==> config.mk <==
export PLATFORM = sky130hd
export DESIGN_NAME = uart_tx_ctrl
export DESIGN_NICKNAME = d
export VERILOG_FILES = /design/src/rtl/uart_tx_pkg.sv /design/src/rtl/uart_tx_serializer.sv /design/src/rtl/uart_tx_ctrl.sv
export SDC_FILE = /design/constraint.sdc
export NUM_CORES = 1
export LEC_CHECK = 0
export BUFFER_PORTS_ARGS = -buffer_cell sky130_fd_sc_hd__clkbuf_2
export CAP_MARGIN = 20
export CORE_MARGIN = 2
export CORE_UTILIZATION = 45
export CTS_CLUSTER_SIZE = 25
export DETAILED_ROUTE_END_ITERATION = 16
export PLACE_DENSITY = 0.79
export SYNTH_ARGS = -nofsm -noshare
export SYNTH_HDL_FRONTEND = slang
export SYNTH_HIERARCHICAL = 1
export SYNTH_SLANG_ARGS = --single-unit
==> constraint.sdc <==
create_clock -name clk -period 1.6 [get_ports clk]
set_clock_uncertainty 0.05 [all_clocks]
set_input_delay 0.08 -clock clk [delete_from_list [all_inputs] [get_ports clk]]
set_output_delay 0.08 -clock clk [all_outputs]
set_load 0.01 [all_outputs]
==> src/rtl/uart_tx_pkg.sv <==
// Shared types and TX output-mux select codes for the UART transmit frame sequencer.
package uart_tx_pkg;

    typedef enum logic [2:0] {
        ST_IDLE   = 3'd0,
        ST_START  = 3'd1,
        ST_DATA   = 3'd2,
        ST_PARITY = 3'd3,
        ST_STOP   = 3'd4
    } state_t;

    localparam logic [1:0] SEL_START  = 2'b00;
    localparam logic [1:0] SEL_STOP   = 2'b01;
    localparam logic [1:0] SEL_DATA   = 2'b10;
    localparam logic [1:0] SEL_PARITY = 2'b11;

    // Idle and stop both drive the line high, so anything unknown maps there.
    function automatic logic [1:0] state_to_sel(input state_t s);
        case (s)
            ST_START:  return SEL_START;
            ST_DATA:   return SEL_DATA;
            ST_PARITY: return SEL_PARITY;
            default:   return SEL_STOP;
        endcase
    endfunction

endpackage

==> src/rtl/uart_tx_serializer.sv <==
// Payload shift register and bit counter; load clears the count, shift_en
// moves the next bit into the LSB, ser_done flags the final data bit.
module uart_tx_serializer #(
    parameter int DATA_WIDTH = 8
) (
    input  logic                  clk,
    input  logic                  rst_n,
    input  logic                  load,
    input  logic                  shift_en,
    input  logic [DATA_WIDTH-1:0] din,
    output logic                  ser_bit,
    output logic                  ser_done
);

    localparam int CNT_W = $clog2(DATA_WIDTH + 1);

    logic [DATA_WIDTH-1:0] shreg_q, shreg_d;
    logic [CNT_W-1:0]      cnt_q, cnt_d;

    always_comb begin
        shreg_d = shreg_q;
        cnt_d   = cnt_q;
        if (load) begin
            shreg_d = din;
            cnt_d   = '0;
        end else if (shift_en) begin
            shreg_d = shreg_q >> 1;
            cnt_d   = cnt_q + 1'b1;
        end
    end

    always_ff @(posedge clk or negedge rst_n) begin
        if (!rst_n) begin
            shreg_q <= '0;
            cnt_q   <= '0;
        end else begin
            shreg_q <= shreg_d;
            cnt_q   <= cnt_d;
        end
    end

    assign ser_bit  = shreg_q[0];
    assign ser_done = (cnt_q == CNT_W'(DATA_WIDTH - 1));

endmodule

==> src/rtl/uart_tx_ctrl.sv <==
// UART TX frame sequencer: start, LSB-first data, optional parity, stop.
// Parity support is compiled in only when UART_TX_PARITY_EN is defined.
module uart_tx_ctrl
    import uart_tx_pkg::*;
#(
    parameter int DATA_WIDTH = 8
) (
    input  logic                  clk,
    input  logic                  rst,
    input  logic [DATA_WIDTH-1:0] P_DATA,
    input  logic                  Data_Valid,
    input  logic                  PAR_EN,
    input  logic                  PAR_TYP,
    output logic [1:0]            Mux_Sel,
    output logic                  Ser_Data,
    output logic                  Par_Bit,
    output logic                  Busy
);

    state_t state_q, state_d;
    logic   accept;
    logic   shift_en;
    logic   ser_done;

    uart_tx_serializer #(.DATA_WIDTH(DATA_WIDTH)) u_ser (
        .clk      (clk),
        .rst_n    (rst),
        .load     (accept),
        .shift_en (shift_en),
        .din      (P_DATA),
        .ser_bit  (Ser_Data),
        .ser_done (ser_done)
    );

`ifdef UART_TX_PARITY_EN
    logic par_en_q, par_en_d;
    logic par_bit_q, par_bit_d;

    always_comb begin
        par_en_d  = par_en_q;
        par_bit_d = par_bit_q;
        if (accept) begin
            par_en_d  = PAR_EN;
            par_bit_d = (^P_DATA) ^ PAR_TYP;
        end
    end

    always_ff @(posedge clk or negedge rst) begin
        if (!rst) begin
            par_en_q  <= 1'b0;
            par_bit_q <= 1'b0;
        end else begin
            par_en_q  <= par_en_d;
            par_bit_q <= par_bit_d;
        end
    end

    assign Par_Bit = par_bit_q;
`else
    logic unused_par_inputs;
    assign unused_par_inputs = PAR_EN ^ PAR_TYP;
    assign Par_Bit = 1'b0;
`endif

    always_comb begin
        state_d  = state_q;
        accept   = 1'b0;
        shift_en = 1'b0;
        case (state_q)
            ST_IDLE: begin
                if (Data_Valid) begin
                    accept  = 1'b1;
                    state_d = ST_START;
                end
            end
            ST_START: state_d = ST_DATA;
            ST_DATA: begin
                shift_en = 1'b1;
                if (ser_done) begin
`ifdef UART_TX_PARITY_EN
                    state_d = par_en_q ? ST_PARITY : ST_STOP;
`else
                    state_d = ST_STOP;
`endif
                end
            end
            ST_PARITY: state_d = ST_STOP;
            ST_STOP: begin
                // A payload offered during stop chains straight into the next frame.
                if (Data_Valid) begin
                    accept  = 1'b1;
                    state_d = ST_START;
                end else begin
                    state_d = ST_IDLE;
                end
            end
            default: state_d = ST_IDLE;
        endcase
    end

    always_ff @(posedge clk or negedge rst) begin
        if (!rst) state_q <= ST_IDLE;
        else      state_q <= state_d;
    end

    assign Mux_Sel = state_to_sel(state_q);
    assign Busy    = (state_q != ST_IDLE);

endmodule

# Word-level counts from Yosys, hierarchy flattened
# Cells that the tools add are included.
[op_classes]
n_eq_ne = 7
n_addsub = 1
reduce_logical = 5
muxes = 12
[op_table]
columns = ["cell", "n"]
rows = [
  ["$mux 8", 2],
  ["$pmux 3 s5", 1],
  ["$mux 4", 2],
  ["$eq 3x2->1 const B", 2],
  ["$mux 3", 2],
  ["$pmux 2 s3", 1],
  ["$add 4x1->4 const B", 1],
  ["$eq 4x3->1 const B", 1],
  ["$mux 1", 4],
  ["$ne 2x2->1 const B", 2],
  ["$eq 3x1->1 const B", 1],
  ["$eq 3x3->1 const B", 1],
  ["$logic_not 3->1", 1],
  ["$reduce_bool 3->1", 1],
  ["$reduce_and 2->1", 1],
  ["$reduce_bool 2->1", 1],
  ["$reduce_or 2->1", 1],
]
[totals]
register_bits = 15
output_inout_bits = 5
word_cells = 28

# Logic depth before layout (Yosys ltp)
[depth]
word_depth = 4
mapped_depth = 5
ltp_nobuf = 5

# Hierarchy
# Netlist, hierarchy kept.
[modules_own_cells]
columns = ["mod", "cells_per_inst", "instances", "area_per_inst_um2", "seq_area_each_um2"]
rows = [
  ["uart_tx_serializer", 53, 1, 566.8, 300.3],
  ["uart_tx_ctrl", 17, 1, 167.7, 75.1],
]

# Worst setup path before layout
# No wires, ideal clock.
[synth_timing]
path_type = "register to register"
from = "register state_q[2]"
to = "register u_ser.cnt_q[3]"
n_path_buf = 0
setup_time_ns = 0.127
stages_incl_launch_ff = 5
t_arrival_ns = 1.290
slack_ns = 0.133
required_ns = 1.423
path_cell_list = "dfrtp_1 > nand2b_1 > nor2_1 > nand4_1 > mux2_1"
[synth_between]
elab_cells_between_ends = 8
[synth_lines]
columns = ["item", "line_no", "rtl"]
rows = [
  ["start: declaration", "uart_tx_ctrl.sv:20", "state_t state_q, state_d;"],
  ["start signal: assignment", "uart_tx_ctrl.sv:103", "else state_q <= state_d;"],
  ["$eq 3x2->1", "uart_tx_ctrl.sv:69", "case (state_q)"],
  ["$mux 1", "uart_tx_ctrl.sv:69", ""],
  ["named net shift_en", "uart_tx_ctrl.sv:22", "logic shift_en;"],
  ["$reduce_bool 2->1 (no line)", "-", ""],
  ["end signal: assignment", "uart_tx_serializer.sv:38", "cnt_q <= cnt_d;"],
  ["end: declaration", "uart_tx_serializer.sv:18", "logic [CNT_W-1:0] cnt_q, cnt_d;"],
]
# The timed path passes the listed nets, and every way through them passes these cells.
# A chain may end at the register's enable or synchronous reset.

# Worst setup path in the final report
[layout_timing]
from = "register state_q[2]"
to = "register u_ser.shreg_q[4]"
[layout_between]
elab_cells_between_ends = 8
[layout_lines]
columns = ["item", "line_no", "rtl"]
rows = [
  ["$eq 3x2->1", "uart_tx_ctrl.sv:69", ""],
  ["$mux 1", "uart_tx_ctrl.sv:69", ""],
  ["named net shift_en", "uart_tx_ctrl.sv:22", ""],
  ["$reduce_bool 2->1 (no line)", "-", ""],
  ["end signal: assignment", "uart_tx_serializer.sv:37", "shreg_q <= shreg_d;"],
  ["end: declaration", "uart_tx_serializer.sv:17", "logic [DATA_WIDTH-1:0] shreg_q, shreg_d;"],
]
# The timed path passes the listed nets, and every way through them passes these cells.

==> reports/results.tsv <==
metric	value	unit
Die Y	44.4	um
clock buffer depth	2	
Setup crit start	state_q[2]	
RR Startpoint	state_q[2]	
Final TNS setup	0	ns
PortBufs	14	
clock latency on the worst-skew pair	0.28	ns
Synth area leader	dfrtp_1	
synthesized area	734	um^2
CTS tree	built	
synth-to-layout area growth	30.0	%
Max Cap Viol	0	
Setup CP Type	reg2reg	
# diodes	0	
status	completed	
Tightest Hold Check Type	in2async	
# DRC	0	
Critical Path Fanout Max	9	
Tmin final	1.43	ns
GPL Wtd Cong	0.720	
DR iter-0 viols	3	
Cells after Synth	70	
Crit path arrival time	1.56	ns
largest net degree at the start of global routing	20	
Tot Pwr	1.52	mW
synthesized area per cell	10.5	um^2
Post-synth EDFFs	0	
Post-DRT Antenna Nets	0	
area post-placement	821	um^2
unrepaired setup endpoints after global routing	no	
FFs w/ async S/R, synth	1.00	
core area	1520	um^2
via count	550	
design area	955	um^2
dpl cells	99	
FF+latch count, synth	15	
DRT Pass-1 Iters	4	
NumNets Final	112	
die area	1970	um^2
DP HPWL	867	um
H-tree depth	1	
Final period util	0.896	
number of global-route vias before repair	537	
setup violators final	0	
register area share after synthesis	0.511	
count of clock tree sinks	15	
routed wire length	1260	um
Critical Path Start Type	flip-flop	
synth cell count leaders	dfrtp_1, nand2_1, mux2i_1	
DR vias/cell	4.87	
WP data required	1.73	ns
CTS Root Cell	clkbuf_4	
top-count cell post-synth	dfrtp_1	
top cells by area, synth	dfrtp_1, mux2i_1, nand2_1	
Final Hold Viols	0	
Die Span X	44.4	um
Yosys warning count	6	
Clock transition at path regs	0.10	ns
VDD IR max	0.961	mV
I/O pins	18	
static leakage	0.458	nW
initial antenna violation count	0	
first-pass GRT wire length	2170	um
Rows	14	
Yosys top cell area share	0.511	
Pwr Density	1600	nW/um^2
Mapped Nets	84	
GR Util All Layers	0.156	
prevailing post-synth register cell	dfrtp_1	
gr ovfl total	0	
Post-Layout Cell Count	113	
fin. max-slew vios	0	
achievable frequency	697	MHz
Worst setup EP type	flip-flop	
fill cell count	123	
share of layout cells above drive strength 1	0.268	
synth unique cells	25	
initial core utilization	0.482	
wire length per cell	11.1	um
Num CTS Buffers	3	
[power by group]
group / total [mW] / switching [mW] / internal, mW
clock: 0.216 / 0.123 / 0.0927
sequential: 0.646 / 0.117 / 0.529
combinational: 0.662 / 0.322 / 0.341
[metrics by stage]
stage                     hold slack (ns)  utilization  worst slack [ns]
after floorplan                    -0.266            -             0.133
after global placement            -0.0411        0.539             0.125
after detailed placement          -0.0359        0.539             0.113
after CTS                           0.182        0.622            0.0810
after global routing                0.217        0.626            0.0372
final                               0.175        0.626             0.166
[timing repair]
item,4_1_cts,5_1_grt
buffers inserted,0,0
endpoints found under the hold margin,24,0
setup endpoints to repair,0,3
hold buffers,10,0
gates resized for setup,0,2
[worst max-delay path, cell delays in order, from the launching register on]
cell and delay [ns]:
dfrtp_1 0.42, nand2b_1 0.22, nor2_2 0.17, buf_6 0.18
mux2i_1 0.22, o21ai_1 0.07
[area by class of cell]
| type | count | area [um^2] | share of cell area |
|---|---|---|---|
| Sequential cell | 15 | 375 | 0.393 |
| Timing Repair Buffer | 27 | 196 | 0.206 |
| Clock buffer | 3 | 22.5 | 0.0236 |
| Inverter | 1 | 3.75 | 0.00393 |
| Multi-Input combinational cell | 50 | 332 | 0.347 |
| Tap cell | 16 | 20.0 | 0.0210 |
| Clock inverter | 1 | 5.00 | 0.00524 |
[cell families after synthesis]
family | Yosys count | share of synthesized area
AO/OA/AOI/OAI | 12 | 0.107
XOR/XNOR | 1 | 0.0119
adder cells (fa/ha/maj) | 1 | 0.0170
buffers and inverters | 5 | 0.0477
flip-flops | 15 | 0.511
multiplexers | 9 | 0.124
other | 1 | 0.00511
AND/OR/NAND/NOR | 26 | 0.175
[sequential cells by signal (all words and copies together) (netlist names)]
signal	cells
state_q	3
u_ser/shreg_q	8
u_ser/cnt_q	4
[routing by layer]
| layer | global-route usage | up-vias | part of all wire |
|---|---|---|---|
| met2 | 0.268 | 11 | 0.50 |
| met4 | 0.109 | 0 | 0.0079 |
| li1 | - | 287 | - |
| met3 | 0.0245 | 2 | 0.031 |
| met1 | 0.177 | 250 | 0.45 |
| met5 | 0 | - | 0 |
[cells in the final DEF, fill, tap and decap left out, types with 2 or more instances in the layout]
cell type      Yosys  layout
dfrtp_1           15      15
clkbuf_2           0      14
dlygate4sd3_1      0      10
nand2_1            9       9
mux2i_1            8       8
nor2_1             7       6
o21ai_1            5       5
nand2b_1           3       3
clkbuf_4           0       3
o21ai_0            3       3
buf_4              2       2
[worst paths after layout]
path                                    end  slack [ns]  cells after the start
max in group asynchronous  u_ser/shreg_q[1]        1.05                      2
min in group clk                 state_q[1]        0.48                      1
max                        u_ser/shreg_q[4]        0.17                      5
min reg2reg                      state_q[1]        0.48                      1
max reg2reg                u_ser/shreg_q[4]        0.17                      5
min                              state_q[2]        0.17                      2
Note: power is estimated with default switching activity, not from simulation.
